### config.mk
export PLATFORM = sky130hd
export DESIGN_NAME = beat_sequencer
export DESIGN_NICKNAME = d
export VERILOG_FILES = /design/src/rtl/beat_sequencer.sv
export SDC_FILE = /design/constraint.sdc
export NUM_CORES = 1
export LEC_CHECK = 0
export BUFFER_PORTS_ARGS = -buffer_cell sky130_fd_sc_hd__buf_4
export CELL_PAD_IN_SITES_DETAIL_PLACEMENT = 2
export CELL_PAD_IN_SITES_GLOBAL_PLACEMENT = 2
export CORE_UTILIZATION = 25
export DETAILED_ROUTE_END_ITERATION = 8
export PLACE_DENSITY_LB_ADDON = 0.1
export SYNTH_ARGS = -nofsm -noshare
export SYNTH_HDL_FRONTEND = slang
export SYNTH_SLANG_ARGS = --single-unit
### constraint.sdc
create_clock -name i_t3 -period 4.76 [get_ports i_t3]
set_input_delay 0.952 -clock i_t3 [delete_from_list [all_inputs] [get_ports i_t3]]
set_output_delay 0.952 -clock i_t3 [all_outputs]
set_load 0.1 [all_outputs]
### src/rtl/beat_sequencer.sv
// Beat/timing generator and run controller: one-hot W beats with SHORT/LONG/STOP handling,
// step mode and an instruction counter. Optional PC breakpoint: define BEAT_SEQ_BREAKPOINT_EN.
module beat_sequencer #(
  parameter int CNT_W = 16,
  parameter int PC_W  = 8
) (
  input  logic             i_t3,
  input  logic             i_clr,
  input  logic             i_qd,
  input  logic             i_step,
  input  logic             i_short,
  input  logic             i_long,
  input  logic             i_stop,
  input  logic [PC_W-1:0]  i_pc,
  input  logic [PC_W-1:0]  i_brk_addr,
  input  logic             i_brk_ena,
  output logic [2:0]       o_w,
  output logic             o_running,
  output logic             o_halted,
  output logic             o_brk_hit,
  output logic [CNT_W-1:0] o_instr_cnt
);

  localparam logic [1:0] ST_IDLE  = 2'd0;
  localparam logic [1:0] ST_RUN   = 2'd1;
  localparam logic [1:0] ST_PAUSE = 2'd2;

  logic [1:0]       r_state;
  logic [2:0]       r_w;
  logic [2:0]       r_resume;
  logic             r_qd_q;
  logic [CNT_W-1:0] r_cnt;

  logic       w_eoi;
  logic [2:0] w_next;
  logic       w_qd_rise;
  logic       w_brk;
  logic       w_pause;

  // Next beat from the current one; an illegal/empty W falls back to W1 without ending an instruction.
  always_comb begin
    w_eoi  = 1'b0;
    w_next = 3'b001;
    case (r_w)
      3'b001: begin
        w_eoi  = i_short;
        w_next = i_short ? 3'b001 : 3'b010;
      end
      3'b010: begin
        w_eoi  = ~i_long;
        w_next = i_long ? 3'b100 : 3'b001;
      end
      3'b100: begin
        w_eoi  = 1'b1;
        w_next = 3'b001;
      end
      default: ;
    endcase
  end

  assign w_qd_rise = i_qd & ~r_qd_q;

`ifdef BEAT_SEQ_BREAKPOINT_EN
  logic r_brk_hit;

  assign w_brk = w_eoi & i_brk_ena & (i_pc == i_brk_addr);

  always_ff @(negedge i_t3 or negedge i_clr) begin
    if (!i_clr) begin
      r_brk_hit <= 1'b0;
    end else if (r_state == ST_RUN && w_pause) begin
      r_brk_hit <= w_brk;
    end else if (r_state == ST_PAUSE && w_qd_rise) begin
      r_brk_hit <= 1'b0;
    end
  end

  assign o_brk_hit = r_brk_hit;
`else
  logic w_unused_brk;

  assign w_unused_brk = ^{i_pc, i_brk_addr, i_brk_ena};
  assign w_brk        = 1'b0;
  assign o_brk_hit    = 1'b0;
`endif

  assign w_pause = i_stop | (i_step & w_eoi) | w_brk;

  always_ff @(negedge i_t3 or negedge i_clr) begin
    if (!i_clr) begin
      r_state  <= ST_IDLE;
      r_w      <= 3'b000;
      r_resume <= 3'b001;
      r_qd_q   <= 1'b0;
      r_cnt    <= '0;
    end else begin
      r_qd_q <= i_qd;
      case (r_state)
        ST_IDLE: begin
          if (w_qd_rise) begin
            r_state <= ST_RUN;
            r_w     <= 3'b001;
          end
        end
        ST_RUN: begin
          if (w_eoi) r_cnt <= r_cnt + CNT_W'(1);
          // A breakpoint only fires at end-of-instr, where the next beat is already W1.
          if (w_pause) begin
            r_state  <= ST_PAUSE;
            r_w      <= 3'b000;
            r_resume <= w_next;
          end else begin
            r_w <= w_next;
          end
        end
        ST_PAUSE: begin
          if (w_qd_rise) begin
            r_state <= ST_RUN;
            r_w     <= r_resume;
          end
        end
        default: begin
          r_state <= ST_IDLE;
          r_w     <= 3'b000;
        end
      endcase
    end
  end

  assign o_w         = r_w;
  assign o_running   = (r_state == ST_RUN);
  assign o_halted    = (r_state == ST_PAUSE);
  assign o_instr_cnt = r_cnt;

endmodule

==> results.md, run 1 <==
* Register clock-pin slew on the reported worst setup and hold paths at 0.06 ns
* H-tree depth at 1
* DR vias/cell at 4.85
* Clock Path Buffers at 2
* DP Cell Count at 185
* Root Driver: clkbuf_8
* Top_reg_cell synth: dfrtn_1
* Tot Pwr at 0.755 mW
* Switching pwr at 0.364 mW
* Power Density at 492 mW/mm2
* Fin. Hold Viols at 0
* DRC at 0
* Crit path cell chain: nand2b_1 -> inv_1 -> buf_6
* Post-Synthesis Cell Area at 0.00119 mm2
* I/O Buffers at 27
* Switching share of total power at 48.1%
* Top cell type's share of synthesized area at 50.4%
* RSZ-0062 raised after global routing: false
* Die footprint at 0.00504 mm2
* YS warnings at 0
* Antenna Violating Nets Remaining at 0
* Post-synth top cells: 24 x dfrtn_1, 14 x xnor2_1, 7 x nand3_1
* EDFF count, synth at 0
* Number of I/O pins at 46
* Die W at 71.0 um
* Area grow syn2layout at 28.9%
* Final WL at 2.86 mm
* Startpoint Class: flip-flop
* Wire per inst at 15.0 um
* Critical Path Fanout Max at 5
* First-pass GRT wire length at 4.84 mm
* N_diodes at 0
* Flops & latches, synth at 25
* Critical Setup Path Class: flip-flop to primary output
* Finished Layout Cells at 190
* Total GRT Usage at 12.5%
* Die height at 71.0 um
* CP arrival at 3.68 ns
* Seq/Total Area, Yosys at 52.6%
* Most common cell in the netlist: dfrtn_1
* Worst skew pair latency at 0.33 ns
* Place WS at -0.140 ns
* Combinational share of power at 44.6%
* Max VDD drop at 0.214 mV
* Post-Syn Instances at 106
* HPWL Detailed at 2.15 mm
* Core area at 0.00447 mm2
* Area contributors post-synth: dfrtn_1 50%, xnor2_1 10%, nand4_1 3.2%, nand3_1 2.9%, mux2_2 2.8%
* Synth unique cells at 33
* Synth Area per Inst at 11.2 um2
* Layout cells sized above 1 at 32.6%
* Max-slew violation count at 0
* Power share of the sequential group at 38.0%
* Final Skew at 0.0513 ns
* Via count at 922
* Vias in the first global route at 972
* Final Util at 34.3%
* Detailed Route Iter0 Violations at 26
* Initial cell density of the core at 26.6%
* Rows at 24
* Final setup fails at 0
* GP Congestion at 0.740
* Remaining global-route overflow at 0
* DR pass1 iterations at 6
* Initial antenna violation count at 0
* CP max stage cell: dfrtn_1
* # nets final at 164
* Crit path capture type: primary output
* WP data required at 3.81 ns
* Ys async rst share at 100%
* Largest net degree at the start of global routing at 26
* Leakage at 0.725 nW
* Largest area contributor in the synthesized netlist: dfrtn_1
* Hold Path Class: flip-flop to flip-flop
* Cts-stage hold buffer count at 0
* Crit-path max cell delay at 0.46 ns
* Int Pwr at 0.392 mW
* CTS tree: done
* Clk pwr share at 17.4%
* Max cap viols at 0
* Inserted Clock Buffers at 3
* Final setup margin at 0.124 ns
* Syn nets at 131
* Status: finished, final reports clean
* Clk sink count at 25
final timing paths:
path	from	end	slack (ns)	depth (start not counted)
min in group asynchronous	i_clr	o_instr_cnt[15]	2.84	1
max in group asynchronous	i_clr	r_resume[0]	1.54	1
worst max register to register	o_w[2]	r_resume[2]	2.69	4
worst min register to register	o_instr_cnt[15]	o_instr_cnt[15]	0.42	1
worst min-delay path	o_instr_cnt[15]	o_instr_cnt[15]	0.42	1
worst max-delay path	r_state[1]	o_running	0.12	3
power by group through the flow:
stage	clock, mW	combinational [mW]	sequential [mW]
2_1_floorplan	0.00263	0.112	0.433
3_3_place_gp	0.00263	0.330	0.291
3_5_place_dp	0.00263	0.335	0.295
4_1_cts	0.140	0.335	0.291
5_1_grt	0.149	0.353	0.295
6_report	0.132	0.337	0.287
state kept, by name, summed over array words and instances, names as in the netlist:
| signal | flops |
|---|---|
| r_resume | 3 |
| o_instr_cnt | 16 |
| o_w | 3 |
| r_state | 2 |
| r_qd_q | 1 |
worst max-delay path, delay by kind of cell, from the launching register on:
kind                   cells  cell delay, ns
buffers and inverters      2            0.31
AND/OR/NAND/NOR            1            0.26
flip-flops                 1            0.46
cells by family after synthesis:
family          share of synthesized area, %
simple gates                            19.6
flops                                   52.6
xor+xnor                                11.0
compound gates                          8.19
buf+inv                                 3.47
mux                                     3.68
fa+ha+maj                               1.05
other cells                            0.315
metrics by stage:
stage / cell area [um2] / TNS [ns] / hold slack [ns]
after floorplan: 1190 / -0.0678 / 0.420
after global placement: 1480 / -1.21 / 0.424
after detailed placement: 1480 / -1.34 / 0.434
after CTS: 1520 / 0 / 0.435
after global routing: 1540 / 0 / 0.438
final: 1540 / 0 / 0.424
cells in the final DEF (no fill, tap or decap):
master / n
a21oi_1: 5
a311oi_4: 1
a31oi_1: 2
and2_1: 2
and3_1: 3
and4_1: 2
buf_12: 1
buf_4: 30
buf_6: 1
clkbuf_8: 3
clkinvlp_2: 1
conb_1: 1
dfrtn_1: 24
dfstp_2: 1
ha_1: 1
inv_1: 4
mux2_2: 3
mux2i_1: 1
nand2_1: 6
nand2b_1: 2
nand3_1: 7
nand3b_1: 1
nand4_1: 6
nor2_1: 4
nor2b_2: 1
o21ai_0: 2
o22ai_1: 1
o32ai_1: 2
or3_1: 1
or3b_2: 2
or4b_4: 1
or4bb_1: 1
xnor2_1: 14
xor2_1: 1
metal layers:
| metal | part of all wire (%) | vias up | GRT usage (%) |
|---|---|---|---|
| met5 | 0 | - | 0 |
| met3 | 3.8 | 4 | 3.56 |
| met1 | 44 | 466 | 15.4 |
| li1 | - | 432 | - |
| met2 | 50 | 20 | 21.6 |
| met4 | 1.4 | 0 | 3.33 |
cell type report:
cell class              instances  area [um2]
multi-input cells              73         526
repair buffers                 32         256
clock inverters                 2        8.76
clock buffers                   3        41.3
inverters                       3        11.3
well taps                      52        65.1
flip-flops and latches         25         627
fillers                       504        2940
repair_timing:
action,4_1_cts,5_1_grt
endpoints found under the hold margin,0,0
buffers inserted,0,1
setup endpoints to repair,0,1
resized for setup,0,1
No activity file was read; power rests on OpenSTA's default activity.
==> inputs of run 2 (changes only) <==
--- a/config.mk
+++ b/config.mk
@@ -8,7 +8,8 @@
 export BUFFER_PORTS_ARGS = -buffer_cell sky130_fd_sc_hd__buf_4
 export CELL_PAD_IN_SITES_DETAIL_PLACEMENT = 2
 export CELL_PAD_IN_SITES_GLOBAL_PLACEMENT = 2
-export CORE_UTILIZATION = 25
+export CORE_MARGIN = 1
+export CORE_UTILIZATION = 31
 export DETAILED_ROUTE_END_ITERATION = 8
 export PLACE_DENSITY_LB_ADDON = 0.1
 export SYNTH_ARGS = -nofsm -noshare
==> results.md, run 2 (synthesis gave the netlist of run 1 again) <==
* Largest net degree at the start of global routing at 26 (unchanged)
* Clk sink count at 25 (unchanged)
* Place WS at -0.143 ns (-0.00268 ns)
* WP depth at 3 (unchanged)
* Via count at 920 (-0.22%)
* Number of I/O pins at 46 (unchanged)
* FF+latch area at 627 um2 (unchanged)
* Critical Path Fanout Max at 6 (+1)
* Max reg flops at 16 (unchanged)
* Inserted Clock Buffers at 3 (unchanged)
* Post-CTS Setup Inserts at 0 (unchanged)
* Cells on worst reg2reg path at 5 (+1)
* Antenna Violating Nets Remaining at 0 (unchanged)
* Post-cts repair resize count at 0 (unchanged)
* Core area at 0.00366 mm2 (-18%)
* Hold Path Stages at 1 (unchanged)
* Hold Path Class: flip-flop to flip-flop
* Critical Setup Path Class: flip-flop to primary output
* Startpoint Class: flip-flop
* First-pass GRT wire length at 4.82 mm (-0.41%)
* Multi-input gate area at 526 um2 (unchanged)
* Largest delay share family, worst path: flip-flops
* Total GRT Usage at 15.5% (+3.0 points)
* Most common cell after layout, fill and taps aside: buf_4
* WP data required at 3.81 ns (about the same)
* Worst Path Buf+Inv at 2 (unchanged)
* Die W at 64.0 um (-9.9%)
* Post-placement cell area at 0.00147 mm2 (-0.34%)
* Final setup fails at 0 (unchanged)
* CP arrival at 3.74 ns (+0.06 ns)
* CP max stage cell: dfrtn_1
* R2r setup slk at 2.67 ns (-0.02 ns)
* Layout cells sized above 1 at 31.4% (-1.2 points)
* Hold wc startpoint: o_instr_cnt[15]
* CTS tree: done
* Root Driver: clkbuf_8
* Final WL at 2.87 mm (+0.39%)
* N_diodes at 0 (unchanged)
* Leakage at 0.725 nW (about the same)
* Crit path capture type: primary output
* Final Util at 41.6% (+7.2 points)
* Die footprint at 0.00409 mm2 (-19%)
* Reg2reg start: o_w[2]
* Fin area at 0.00152 mm2 (-0.90%)
* Final setup margin at 0.0707 ns (-0.0538 ns)
* Initial antenna violation count at 0 (unchanged)
* Max-slew violation count at 0 (unchanged)
* Area grow syn2layout at 27.7%
* Hold EP: o_instr_cnt[15]
* R2r endpoint: o_instr_cnt[11]
* Cts-stage hold buffer count at 0 (unchanged)
* HPWL Detailed at 2.11 mm (-2.1%)
* Vias in the first global route at 984 (+1.2%)
* Worst skew pair latency at 0.33 ns (about the same)
* Register clock-pin slew on the reported worst setup and hold paths at 0.06 ns (about the same)
* Status: finished, final reports clean
* DR vias/cell at 4.97 (+2.5%)
* RSZ-0062 raised after global routing: false
* Crit path cell chain: nand2b_1 -> inv_1 -> buf_6
* Die height at 64.0 um (-9.9%)
* Fin. Hold Viols at 0 (unchanged)
* H-tree depth at 1 (unchanged)
* # nets final at 163 (-0.61%)
* Max VDD drop at 0.156 mV (-27%)
* Most frequent cells in the layout: 29 x buf_4, 24 x dfrtn_1, 14 x xnor2_1, 7 x nand3_1
* DRC at 0 (unchanged)
* Fillers at 399 (-21%)
* Final Skew at 0.0515 ns (+0.000253 ns)
* Remaining global-route overflow at 0 (unchanged)
* Rows at 22 (-8.3%)
* Power Density at 495 mW/mm2 (+0.58%)
* Clock Path Buffers at 2 (unchanged)
* I/O Buffers at 27 (unchanged)
* Initial cell density of the core at 32.5% (+5.9 points)
* GP Congestion at 0.685 (-7.4%)
* Max cap viols at 0 (unchanged)
* Wire per inst at 15.5 um (+3.1%)
* Detailed Route Iter0 Violations at 26 (unchanged)
* Crit-path max cell delay at 0.53 ns (+0.07 ns)
* DR pass1 iterations at 3 (-3)
* Fin Hold WS at 0.423 ns (-0.000377 ns)
run 2: final cells by class:
cell class	count	share of cell area [%]
Inverter	3	0.740
Multi-Input combinational cell	73	34.5
Clock inverter	2	0.493
Timing Repair Buffer	31	16.4
Tap cell	48	3.95
Clock buffer	3	2.71
Sequential cell	25	41.2
run 2: worst max-delay path by stage:
stage	endpoint	from
5_1_grt	o_running	r_state[0]
6_report	o_running	r_state[0]
4_1_cts	o_running	r_state[0]
2_1_floorplan	o_instr_cnt[8]	i_long
3_5_place_dp	o_instr_cnt[11]	i_long
3_3_place_gp	o_instr_cnt[11]	i_long
run 2: routing by layer:
| metal | vias to the layer above | share of wire (%) | global-route usage, % |
|---|---|---|---|
| met5 | - | 0 | 0 |
| met4 | 0 | 1.8 | 6.82 |
| met3 | 5 | 3.9 | 2.86 |
| met2 | 21 | 48 | 24.6 |
| met1 | 461 | 46 | 20.6 |
| li1 | 433 | - | - |
run 2: power by group:
part | internal [mW] | switching [mW] | total, mW
logic | 0.0790 | 0.254 | 0.333
registers | 0.252 | 0.0390 | 0.291
clock network | 0.0590 | 0.0706 | 0.130
run 2: metrics by stage:
stage          power [mW]  std cells  TNS (ns)
2_1_floorplan       0.547        106   -0.0678
3_3_place_gp        0.622        181     -1.29
3_5_place_dp        0.631        181     -1.48
4_1_cts             0.763        185         0
5_1_grt             0.791        185         0
6_report            0.753        185         0
==> inputs of run 3 (changes only) <==
--- a/config.mk
+++ b/config.mk
@@ -12,6 +12,7 @@
 export CORE_UTILIZATION = 31
 export DETAILED_ROUTE_END_ITERATION = 8
 export PLACE_DENSITY_LB_ADDON = 0.1
+export SETUP_SLACK_MARGIN = 0.4
 export SYNTH_ARGS = -nofsm -noshare
 export SYNTH_HDL_FRONTEND = slang
 export SYNTH_SLANG_ARGS = --single-unit
==> results.md, run 3 (synthesis gave the netlist of run 1 again) <==
* Status: finished, final reports clean
* Antenna Violating Nets Remaining at 0 (unchanged)
* Worst skew pair latency at 0.33 ns (about the same)
* Via count at 1039 (+13%)
* Fin Hold WS at 0.439 ns (+0.0154 ns)
* DRC at 0 (unchanged)
* # nets final at 182 (+12%)
* Layout cells sized above 1 at 47.4% (+16 points)
* Met2 usage at 31.1% (+6.5 points)
* Inserted Clock Buffers at 3 (unchanged)
* Fin. Hold Viols at 0 (unchanged)
* Clk sink count at 25 (unchanged)
* Root Driver: clkbuf_8
* Final WL at 3.75 mm (+31%)
* Die footprint at 0.00409 mm2 (unchanged)
* Critical Setup Path Class: input pin to flip-flop
* Most frequent cells in the layout: 24 x dfrtn_1, 23 x buf_4, 14 x xnor2_1, 13 x buf_6, 9 x buf_8
* RSZ-0062 raised after global routing: true
* Rows at 22 (unchanged)
* Cts-stage hold buffer count at 0 (unchanged)
* N_diodes at 0 (unchanged)
* Final setup fails at 0 (unchanged)
* First-pass GRT wire length at 5.62 mm (+17%)
* Met1 usage at 22.9% (+2.4 points)
* Remaining global-route overflow at 0 (unchanged)
* Sum Neg Setup Slack at 0 ns (unchanged)
* GR peak layer: met2
* Hold Path Stages at 1 (unchanged)
* CP arrival at 2.29 ns (-1.45 ns)
* Register clock-pin slew on the reported worst setup and hold paths at 0.06 ns (about the same)
* Max-slew violation count at 0 (unchanged)
* Number of I/O pins at 46 (unchanged)
* DR pass1 iterations at 4 (+1)
* Max VDD drop at 0.350 mV (+120%)
* Die W at 64.0 um (unchanged)
* Vias in the first global route at 1114 (+13%)
* Wire per inst at 18.4 um (+19%)
* Most common cell after layout, fill and taps aside: dfrtn_1
* CTS tree: done
* Hold Path Class: flip-flop to flip-flop
* Power Density at 466 mW/mm2 (-5.9%)
* Area grow syn2layout at 60.7%
* Met3 usage at 2.86% (unchanged)
* GP Congestion at 0.691 (+0.79%)
* Max reg flops at 16 (unchanged)
* HPWL Detailed at 2.15 mm (+1.8%)
* Initial cell density of the core at 32.5% (unchanged)
* Leakage at 0.876 nW (+21%)
* H-tree depth at 1 (unchanged)
* Critical Path Fanout Max at 3 (-3)
* Core area at 0.00366 mm2 (unchanged)
* DR vias/cell at 5.09 (+2.4%)
* Startpoint Class: input pin
* Max cap viols at 0 (unchanged)
* I/O Buffers at 27 (unchanged)
* Largest net degree at the start of global routing at 26 (unchanged)
* Die height at 64.0 um (unchanged)
* Final Skew at 0.0515 ns (-0.0000493 ns)
* Initial antenna violation count at 0 (unchanged)
* WP data required at 2.51 ns (-1.30 ns)
* Clock Path Buffers at 2 (unchanged)
* Total GRT Usage at 18.2% (+2.7 points)
* Cells on worst reg2reg path at 6 (+1)
* Detailed Route Iter0 Violations at 33 (+27%)
* R2r setup slk at 2.63 ns (-0.04 ns)
* Crit path capture type: flip-flop
## run 3: changes by cell type in the layout (fill, tap and decap cells not counted), moves of 2 or more
| cell | before | now |
|---|---|---|
| buf_6 | 1 | 13 |
| buf_8 | 0 | 9 |
| buf_4 | 29 | 23 |
| buf_12 | 1 | 5 |
| inv_1 | 5 | 3 |
| mux2_2 | 3 | 1 |
| mux2_4 | 0 | 2 |
| nand3_1 | 7 | 5 |
| nand3_2 | 0 | 2 |
| o21ai_0 | 2 | 0 |
## run 3: worst paths after layout
kind,start,end
setup / recovery,i_short,r_resume[1]
hold / removal,o_instr_cnt[15],o_instr_cnt[15]
setup reg to reg,o_w[0],r_resume[1]
hold reg to reg,o_instr_cnt[15],o_instr_cnt[15]
max in group asynchronous,i_clr,r_resume[0]
min in group asynchronous,i_clr,o_instr_cnt[10]
## run 3: power breakdown
group	total [mW]	switching, mW	internal, mW	leakage, nW
registers	0.282	0.0298	0.252	0.333
logic	0.475	0.306	0.168	0.513
clock network	0.135	0.0751	0.0599	0.0308
## run 3: timing repair
| item | in CTS | in global routing |
|---|---|---|
| setup buffers | 12 | 6 |
| pin swaps | 6 | 7 |
| endpoints found under the setup margin | 42 | 32 |
| resized for setup | 40 | 21 |
| cloned | 0 | 1 |
## run 3: per-layer routing
metal / up-vias / wire length [um]
met5: - / 0
met4: 0 / 46
met1: 542 / 1640
li1: 470 / -
met3: 4 / 91
met2: 23 / 1970
## run 3: critical path, cell delays in order
cell,delay (ns)
buf_6,0.08
or4bb_4,0.49
buf_4,0.17
a31oi_4,0.20
o21ai_4,0.10
mux2_4,0.30
## run 3: stage by stage
stage | setup slack (ns) | std cells | util (%) | total power, mW | area (um2)
3_3_place_gp | -0.122 | 181 | 40.3 | 0.628 | 1480
2_1_floorplan | -0.0180 | 106 | - | 0.553 | 1210
4_1_cts | 0.207 | 197 | 48.5 | 0.853 | 1770
3_5_place_dp | -0.138 | 181 | 40.3 | 0.637 | 1480
6_report | 0.220 | 204 | 52.3 | 0.891 | 1910
5_1_grt | 0.175 | 204 | 52.3 | 0.925 | 1910
## run 3: final cells by class
class / instances / area [um2]
clock buffer: 3 / 41.3
tap: 48 / 60.1
inverter: 3 / 15.0
sequential: 25 / 627
fill: 367 / 1750
clock inverter: 2 / 8.76
multi-input combinational: 73 / 608
timing repair buffer: 50 / 554
